## config.mk

```make
export PLATFORM = sky130hd
export DESIGN_NAME = fetch_unit
export DESIGN_NICKNAME = d
export VERILOG_FILES = /design/src/rtl/fetch_unit_pkg.sv /design/src/rtl/fetch_unit_return_stack.sv /design/src/rtl/fetch_unit.sv
export SDC_FILE = /design/constraint.sdc
export NUM_CORES = 1
export LEC_CHECK = 0
export CAP_MARGIN = 20
export CORE_AREA = 2 2 63 65
export CTS_CLUSTER_DIAMETER = 30
export DETAILED_ROUTE_END_ITERATION = 8
export DIE_AREA = 0 0 65 67
export PLACE_DENSITY = 0.82
export SLEW_MARGIN = 10
export SYNTH_ARGS = -nofsm -noshare
export SYNTH_HDL_FRONTEND = slang
export SYNTH_SLANG_ARGS = --single-unit
```

## constraint.sdc

```tcl
create_clock -name clk -period 2.5 [get_ports clk]
set_clock_uncertainty 0.1 [all_clocks]
set_input_delay 0.75 -clock clk [delete_from_list [all_inputs] [get_ports clk]]
set_output_delay 0.75 -clock clk [all_outputs]
set_load 0.05 [all_outputs]
```

## src/rtl/fetch_unit_pkg.sv

```systemverilog
// Shared definitions for the fetch stage: default widths and FSM state encoding.
package fetch_unit_pkg;

  localparam int unsigned AddrWDefault    = 8;
  localparam int unsigned InstrWDefault   = 16;
  localparam int unsigned RasDepthDefault = 4;

  typedef enum logic [1:0] {
    StBoot   = 2'd0,
    StRun    = 2'd1,
    StHalted = 2'd2
  } fetch_state_e;

endpackage

```

## src/rtl/fetch_unit_return_stack.sv

```systemverilog
// Circular return-address stack; a push when full overwrites the oldest entry.
module fetch_unit_return_stack #(
  parameter int unsigned WIDTH = 8,
  parameter int unsigned DEPTH = 4
) (
  input  logic             clk,
  input  logic             resetN,
  input  logic             push,
  input  logic             pop,
  input  logic [WIDTH-1:0] pushData,
  output logic [WIDTH-1:0] popData,
  output logic             full,
  output logic             empty
);

  localparam int unsigned PtrW = (DEPTH > 1) ? $clog2(DEPTH) : 1;
  localparam int unsigned CntW = $clog2(DEPTH + 1);

  logic [WIDTH-1:0] mem_q [DEPTH];
  logic [PtrW-1:0]  top_q, top_next, top_prev;
  logic [CntW-1:0]  count_q;

  // top_q is the next free slot; the most recent entry sits just below it.
  always_comb begin
    top_next = (top_q == PtrW'(DEPTH - 1)) ? '0 : top_q + PtrW'(1);
    top_prev = (top_q == '0) ? PtrW'(DEPTH - 1) : top_q - PtrW'(1);
  end

  assign full    = (count_q == CntW'(DEPTH));
  assign empty   = (count_q == '0);
  assign popData = mem_q[top_prev];

  always_ff @(posedge clk or negedge resetN) begin
    if (!resetN) begin
      top_q   <= '0;
      count_q <= '0;
    end else if (push) begin
      top_q <= top_next;
      if (!full) count_q <= count_q + CntW'(1);
    end else if (pop && !empty) begin
      top_q   <= top_prev;
      count_q <= count_q - CntW'(1);
    end
  end

  always_ff @(posedge clk) begin
    if (push) mem_q[top_q] <= pushData;
  end

endmodule

```

## src/rtl/fetch_unit.sv

```systemverilog
// Fetch stage: owns the PC, addresses instruction memory and registers the fetched word.
// Define FETCH_RAS_EN to add a return-address stack for call/return redirects.
module fetch_unit
  import fetch_unit_pkg::*;
#(
  parameter int unsigned        ADDR_W       = AddrWDefault,
  parameter int unsigned        INSTR_W      = InstrWDefault,
  parameter logic [ADDR_W-1:0]  RESET_VECTOR = '0,
  parameter int unsigned        RAS_DEPTH    = RasDepthDefault
) (
  input  logic               clk,
  input  logic               resetN,
  output logic [ADDR_W-1:0]  instructionAddress,
  input  logic [INSTR_W-1:0] instructionInput,
  input  logic               stall,
  input  logic               halt,
  input  logic               branchTaken,
  input  logic [ADDR_W-1:0]  branchTarget,
  input  logic               callTaken,
  input  logic               retTaken,
  output logic [INSTR_W-1:0] instructionReg,
  output logic [ADDR_W-1:0]  irAddress,
  output logic               irValid,
  output logic               rasError
);

  fetch_state_e       state_q;
  logic [ADDR_W-1:0]  pc_q, ir_addr_q, target;
  logic [INSTR_W-1:0] ir_q;
  logic               ir_valid_q, redirect;

`ifdef FETCH_RAS_EN
  logic              push, pop, ras_full, ras_empty, ras_err_q;
  logic [ADDR_W-1:0] pop_data, push_data;

  // Call beats return beats branch; calls and branches share branchTarget.
  always_comb begin
    redirect  = (state_q != StBoot) && (callTaken || retTaken || branchTaken);
    push      = redirect && callTaken;
    pop       = redirect && !callTaken && retTaken;
    push_data = ir_addr_q + ADDR_W'(1);
    target    = branchTarget;
    if (pop) target = ras_empty ? RESET_VECTOR : pop_data;
  end

  fetch_unit_return_stack #(
    .WIDTH (ADDR_W),
    .DEPTH (RAS_DEPTH)
  ) u_ras (
    .clk      (clk),
    .resetN   (resetN),
    .push     (push),
    .pop      (pop),
    .pushData (push_data),
    .popData  (pop_data),
    .full     (ras_full),
    .empty    (ras_empty)
  );

  always_ff @(posedge clk or negedge resetN) begin
    if (!resetN) begin
      ras_err_q <= 1'b0;
    end else if ((push && ras_full) || (pop && ras_empty)) begin
      ras_err_q <= 1'b1;
    end
  end

  assign rasError = ras_err_q;
`else
  logic unused_cfg;

  always_comb begin
    redirect = (state_q != StBoot) && (callTaken || branchTaken);
    target   = branchTarget;
  end

  assign unused_cfg = retTaken ^ (RAS_DEPTH != 0);
  assign rasError   = 1'b0;
`endif

  always_ff @(posedge clk or negedge resetN) begin
    if (!resetN) begin
      state_q    <= StBoot;
      pc_q       <= RESET_VECTOR;
      ir_q       <= '0;
      ir_addr_q  <= '0;
      ir_valid_q <= 1'b0;
    end else begin
      unique case (state_q)
        StBoot: state_q <= StRun;
        StRun: begin
          if (redirect) begin
            pc_q       <= target;
            ir_valid_q <= 1'b0;
          end else if (halt) begin
            state_q    <= StHalted;
            ir_valid_q <= 1'b0;
          end else if (!stall) begin
            ir_q       <= instructionInput;
            ir_addr_q  <= pc_q;
            ir_valid_q <= 1'b1;
            pc_q       <= pc_q + ADDR_W'(1);
          end
        end
        StHalted: begin
          // Leaving halt spends one edge re-entering RUN before the next capture.
          if (redirect) pc_q <= target;
          if (!halt) state_q <= StRun;
        end
        default: state_q <= StBoot;
      endcase
    end
  end

  assign instructionAddress = pc_q;
  assign instructionReg     = ir_q;
  assign irAddress          = ir_addr_q;
  assign irValid            = ir_valid_q;

endmodule
```

Word-level counts from Yosys, hierarchy flattened
Index checks and enable logic that the tools add are counted.
Storage, ports and cells
  flip-flop bits (word level): 35
  bits in latches: 0
  RAM bits: 0
  bits in read-only memories: 0
  bits of input ports: 31
  output and inout port bits: 34
  word-level logic and storage cells: 39
  memories kept: 0
Operators by class
  add/subtract/negate cells: 1
  multipliers: 0
  div/mod/pow operators: 0
  $lt $le $gt $ge: 0
  eq/ne operators: 9
  shift-type cells: 0
  multiplexer cells: 12
  bitwise operators: 3
  reductions and logical operators: 9
Operators by type and width (count)
  $mux W8: 4
  $pmux W8 S2: 1
  $add A8 B1 Y8 const B: 1
  $ne A2 B2 Y1 const B: 4
  $reduce_and A4 Y1: 2
  $mux W2: 3
  $ne A3 B3 Y1 const B: 2
  $pmux W2 S3: 1
  $reduce_bool A2 Y1: 2
  $mux W1: 3
  $ne A3 B1 Y1 const B: 1
  $not A1 Y1: 3
  $reduce_and A3 Y1: 1
  $eq A2 B1 Y1 const B: 1
  $eq A2 B2 Y1 const B: 1
  $logic_not A2 Y1: 1
  $reduce_and A2 Y1: 1
  $logic_and A1 B1 Y1: 1
  $logic_or A1 B1 Y1: 1

Longest topological paths before layout
  word-level depth: 5
  mapped depth: 5
  mapped depth without buffers: 5

Least setup slack after synthesis
OpenSTA, ideal clock, no wires.
  kind: input-to-reg
  start: in branchTaken
  end: reg pc_q[6], in the netlist instructionAddress[6]
  library setup time: 0.121 ns
  data arrival time: 1.666 ns
  data required time: 2.279 ns
  setup slack: 0.613 ns
  cell stages on the path: 4
  buffers on the path: 0
  cells stage by stage: nor3b_4 > or2_4 > mux2_1 > a22o_1
Between the ends
  word-level cells in the longest chain between the ends: 4
  elaborated cells on any way between the ends: 8
  classes of those cells: 3 x eq/ne; 2 x mux; 3 x reduce/logical
RTL lines
  from (decl): line fetch_unit.sv:17  | input logic branchTaken,
  $logic_or A1 B1 Y1 (*): line fetch_unit.sv:73  | redirect = (state_q != StBoot) && (callTaken || branchTaken);
  $logic_and A1 B1 Y1 (*): line fetch_unit.sv:73
  $ne A3 B3 Y1 (no source line), or another cell as far along
  $reduce_and A4 Y1 (no source line) or $pmux W8 S2 (tied branches)
  to (signal assigned): line fetch_unit.sv:93  | pc_q <= target;
  to (signal assigned): line fetch_unit.sv:102  | pc_q <= pc_q + ADDR_W'(1);
  to (signal assigned): line fetch_unit.sv:107  | if (redirect) pc_q <= target;
  to (decl): line fetch_unit.sv:28  | logic [ADDR_W-1:0] pc_q, ir_addr_q, target;
Every way passes the cells marked *; elsewhere a longest branch is shown, timed or not.
A chain may end at the register's enable or synchronous reset.

Worst setup path after layout
  start: reg pc_q[1], in the netlist instructionAddress[1]
  end: out instructionAddress[1]
RTL lines
  to (decl): line fetch_unit.sv:13  | output logic [ADDR_W-1:0] instructionAddress,
No word-level cell between the ends.

==> flow_summary.json <==
{
  "status": "finished, final reports clean",
  "core-area_um2": 3610,
  "ys_types": 37,
  "cts.root.buffer_cell": "clkbuf_8",
  "syn_avg_cell_area_um2": 13.1,
  "clock-sinks": 35,
  "r2r_slack_ns": 0.75,
  "maxSlewViolCount": 0,
  "nFillCells": 266,
  "fin_ws_ns": 0.0874,
  "start_util_pct": 45.3,
  "hold-worst-slack_ns": 0.391,
  "rsz0062_at_grt": "false",
  "finalCritPeriodShare_pct": 96.5,
  "fmax_ghz": 0.414,
  "start_kind": "register",
  "relSlewSlack_pct": 65.3,
  "p_leak_nw": 1.05,
  "wl_per_cell_um": 15.6,
  "vias_per_cell": 5.41,
  "hold_path.class": "register to register",
  "postCtsSetupRepairBufs": 0,
  "grt_pass1_wl_um": 6380,
  "vdd_drop_max_uv": 569,
  "crit_chain": "clkdlybuf4s50_1",
  "setup_viol": 0,
  "nets": 235,
  "reg2reg_depth": 4,
  "overflow": 0,
  "cts_tree": "yes",
  "reg2reg_to": "instructionAddress[6]$_DFFE_PN0P_",
  "hold_start": "irValid$_DFFE_PN0P_",
  "seqCellArea_um2": 876,
  "remaining_drc_errors": 0,
  "cts_buffers": 5,
  "cts_max_level": 2,
  "crit_start": "instructionAddress[1]$_DFFE_PN0P_",
  "num_rows": 22,
  "clock_latency_ns": 0.28,
  "cp-end-kind": "output pin",
  "crit_family": "buffers and inverters",
  "r2r_start": "state_q[0]$_DFFE_PN0P_",
  "drive_gt1_share_pct": 21.1,
  "grt_pass1_vias": 1379,
  "final.setup.tns_ns": 0,
  "worst_pin_slew_ns": 0.518,
  "num_io_pins": 65,
  "synth_xor_area_share_pct": 0,
  "dieArea_um2": 4360,
  "clkSlewWorstSetupHoldPaths_ns": 0.07,
  "muxShareOfSynthArea_pct": 17.8,
  "area_growth_pct": 52.8,
  "path_buf_inv": 1,
  "ant_nets": 0,
  "pre_cts_ws_ns": 0.0127,
  "cap_violations": 0,
  "layout_commonest_cell": "clkdlybuf4s50_1",
  "multi_input_area_um2": 709,
  "finalCriticalPeriod_ns": 2.41,
  "synth-simple-area-share_pct": 9.42,
  "clock_path_buffers": 2,
  "synth_top_family_by_area": "multiplexers",
  "antenna_found_initial": 0,
  "hold_viol": 0,
  "io_buffers": 62,
  "critical_path_arrival_ns": 1.56,
  "synth_compound_area_share_pct": 15.2,
  "synth-adder-area-share_pct": 0.766,
  "postSynthCellCount": 125,
  "firstDrtPassIters": 4,
  "cp_num_cells": 1,
  "whs_path_depth": 1,
  "crit_slowest_cell": "clkdlybuf4s50_1",
  "post-dp-hpwl_um": 2980,
  "cpPeakStageDelay_ns": 0.84,
  "synth_nets": 157,
  "path_class": "register to output pin",
  "routabilityCongestion": 0.954,
  "synth_seq_cells": 35,
  "layout_common_cells": "clkdlybuf4s50_1, dfrtp_1, buf_4",
  "hold_buffers": 0,
  "syn_area_um2": 1630,
  "grt_max_degree": 36,
  "diodes": 0,
  "synth_warnings": 0,
  "die_x_um": 65,
  "cp.required_ns": 1.65,
  "synth-seq-area-share_pct": 53.6,
  "routed_wl_um": 3930,
  "grt_use_total_pct": 19.6,
  "die_h_um": 67,
  "whs_endpoint": "irValid$_DFFE_PN0P_",
  "drtIter0Drc": 58,
  "power_density_nw_per_um2": 1090,
  "power_mw": 2.71,
  "cts-resized-gates": 0,
  "cp_max_fo": 6,
  "num_vias": 1364
}
## how the worst max path moves through the flow
stage,to
after global routing,instructionAddress[1]
after CTS,instructionAddress[1]
after detailed placement,instructionAddress[4]$_DFFE_PN0P_
after global placement,instructionAddress[6]$_DFFE_PN0P_
after floorplan,instructionAddress[6]$_DFFE_PN0P_
final,instructionAddress[1]
## metrics by stage
stage / util [%] / std cells / instance area, um^2
CTS: 69.2 / 252 / 2500
finish: 69.2 / 252 / 2500
floorplan: - / 125 / 1630
detailed placement: 66.0 / 244 / 2380
global placement: 66.0 / 244 / 2380
global route: 69.2 / 252 / 2500
## synthesized netlist by cell type
library cell | n | area (um^2)
dfrtp_1 | 35 | 876
mux2_1 | 13 | 146
mux2_2 | 12 | 135
nor2_1 | 7 | 26.3
a22oi_1 | 5 | 37.5
nand2_1 | 5 | 18.8
o21ai_0 | 4 | 20.0
o22ai_1 | 4 | 25.0
buf_6 | 3 | 33.8
nor3_1 | 3 | 15.0
o2bb2a_4 | 3 | 60.1
a21oi_1 | 2 | 10.0
inv_1 | 2 | 7.51
nand3_1 | 2 | 10.0
nand4_1 | 2 | 12.5
nor2b_1 | 2 | 12.5
a211oi_1 | 1 | 7.51
a22o_1 | 1 | 8.76
a2bb2oi_1 | 1 | 8.76
a311oi_1 | 1 | 8.76
a31oi_1 | 1 | 6.26
and4_1 | 1 | 8.76
buf_4 | 1 | 7.51
conb_1 | 1 | 3.75
ha_1 | 1 | 12.5
mux2i_1 | 1 | 10.0
nand2_2 | 1 | 6.26
nand2b_1 | 1 | 6.26
nor3_2 | 1 | 10.0
nor3b_4 | 1 | 18.8
o211ai_1 | 1 | 7.51
o21a_1 | 1 | 7.51
o21ai_1 | 1 | 5.00
o22a_1 | 1 | 8.76
o311a_1 | 1 | 10.0
o311ai_2 | 1 | 16.3
or2_4 | 1 | 8.76
## state kept, by name (all words and copies together), names as in the netlist
signal	flops
instructionAddress	8
state_q	2
irValid	1
instructionReg	16
irAddress	8
## cells by family (layout without fill, tap and decap cells)
family / after synthesis / count (layout)
simple gates: 27 / 27
buf+inv: 6 / 85
mux: 26 / 26
flops: 35 / 35
fa+ha+maj: 1 / 1
compound gates: 29 / 29
other cells: 1 / 1
## area by class of cell
class                           instances  area share, %
Tap cell                               48           2.41
Inverter                                2          0.301
Clock buffer                            6           3.31
Multi-Input combinational cell         84           28.4
Clock inverter                          2           1.40
Timing Repair Buffer                   75           29.1
Sequential cell                        35           35.1
## power by group
| part | switching (mW) | leakage [nW] | total, mW | internal, mW |
|---|---|---|---|---|
| Combinational | 0.836 | 0.572 | 1.34 | 0.501 |
| Clock | 0.195 | 0.0612 | 0.517 | 0.322 |
| Sequential | 0.124 | 0.414 | 0.859 | 0.735 |
## per-layer routing
layer | global-route usage [%] | share of wire (%)
met2 | 33.8 | 50
met5 | 0 | 0
met4 | 8.24 | 1.4
met1 | 22.6 | 40
met3 | 5.91 | 8.9
No activity file was read; power rests on OpenSTA's default activity.
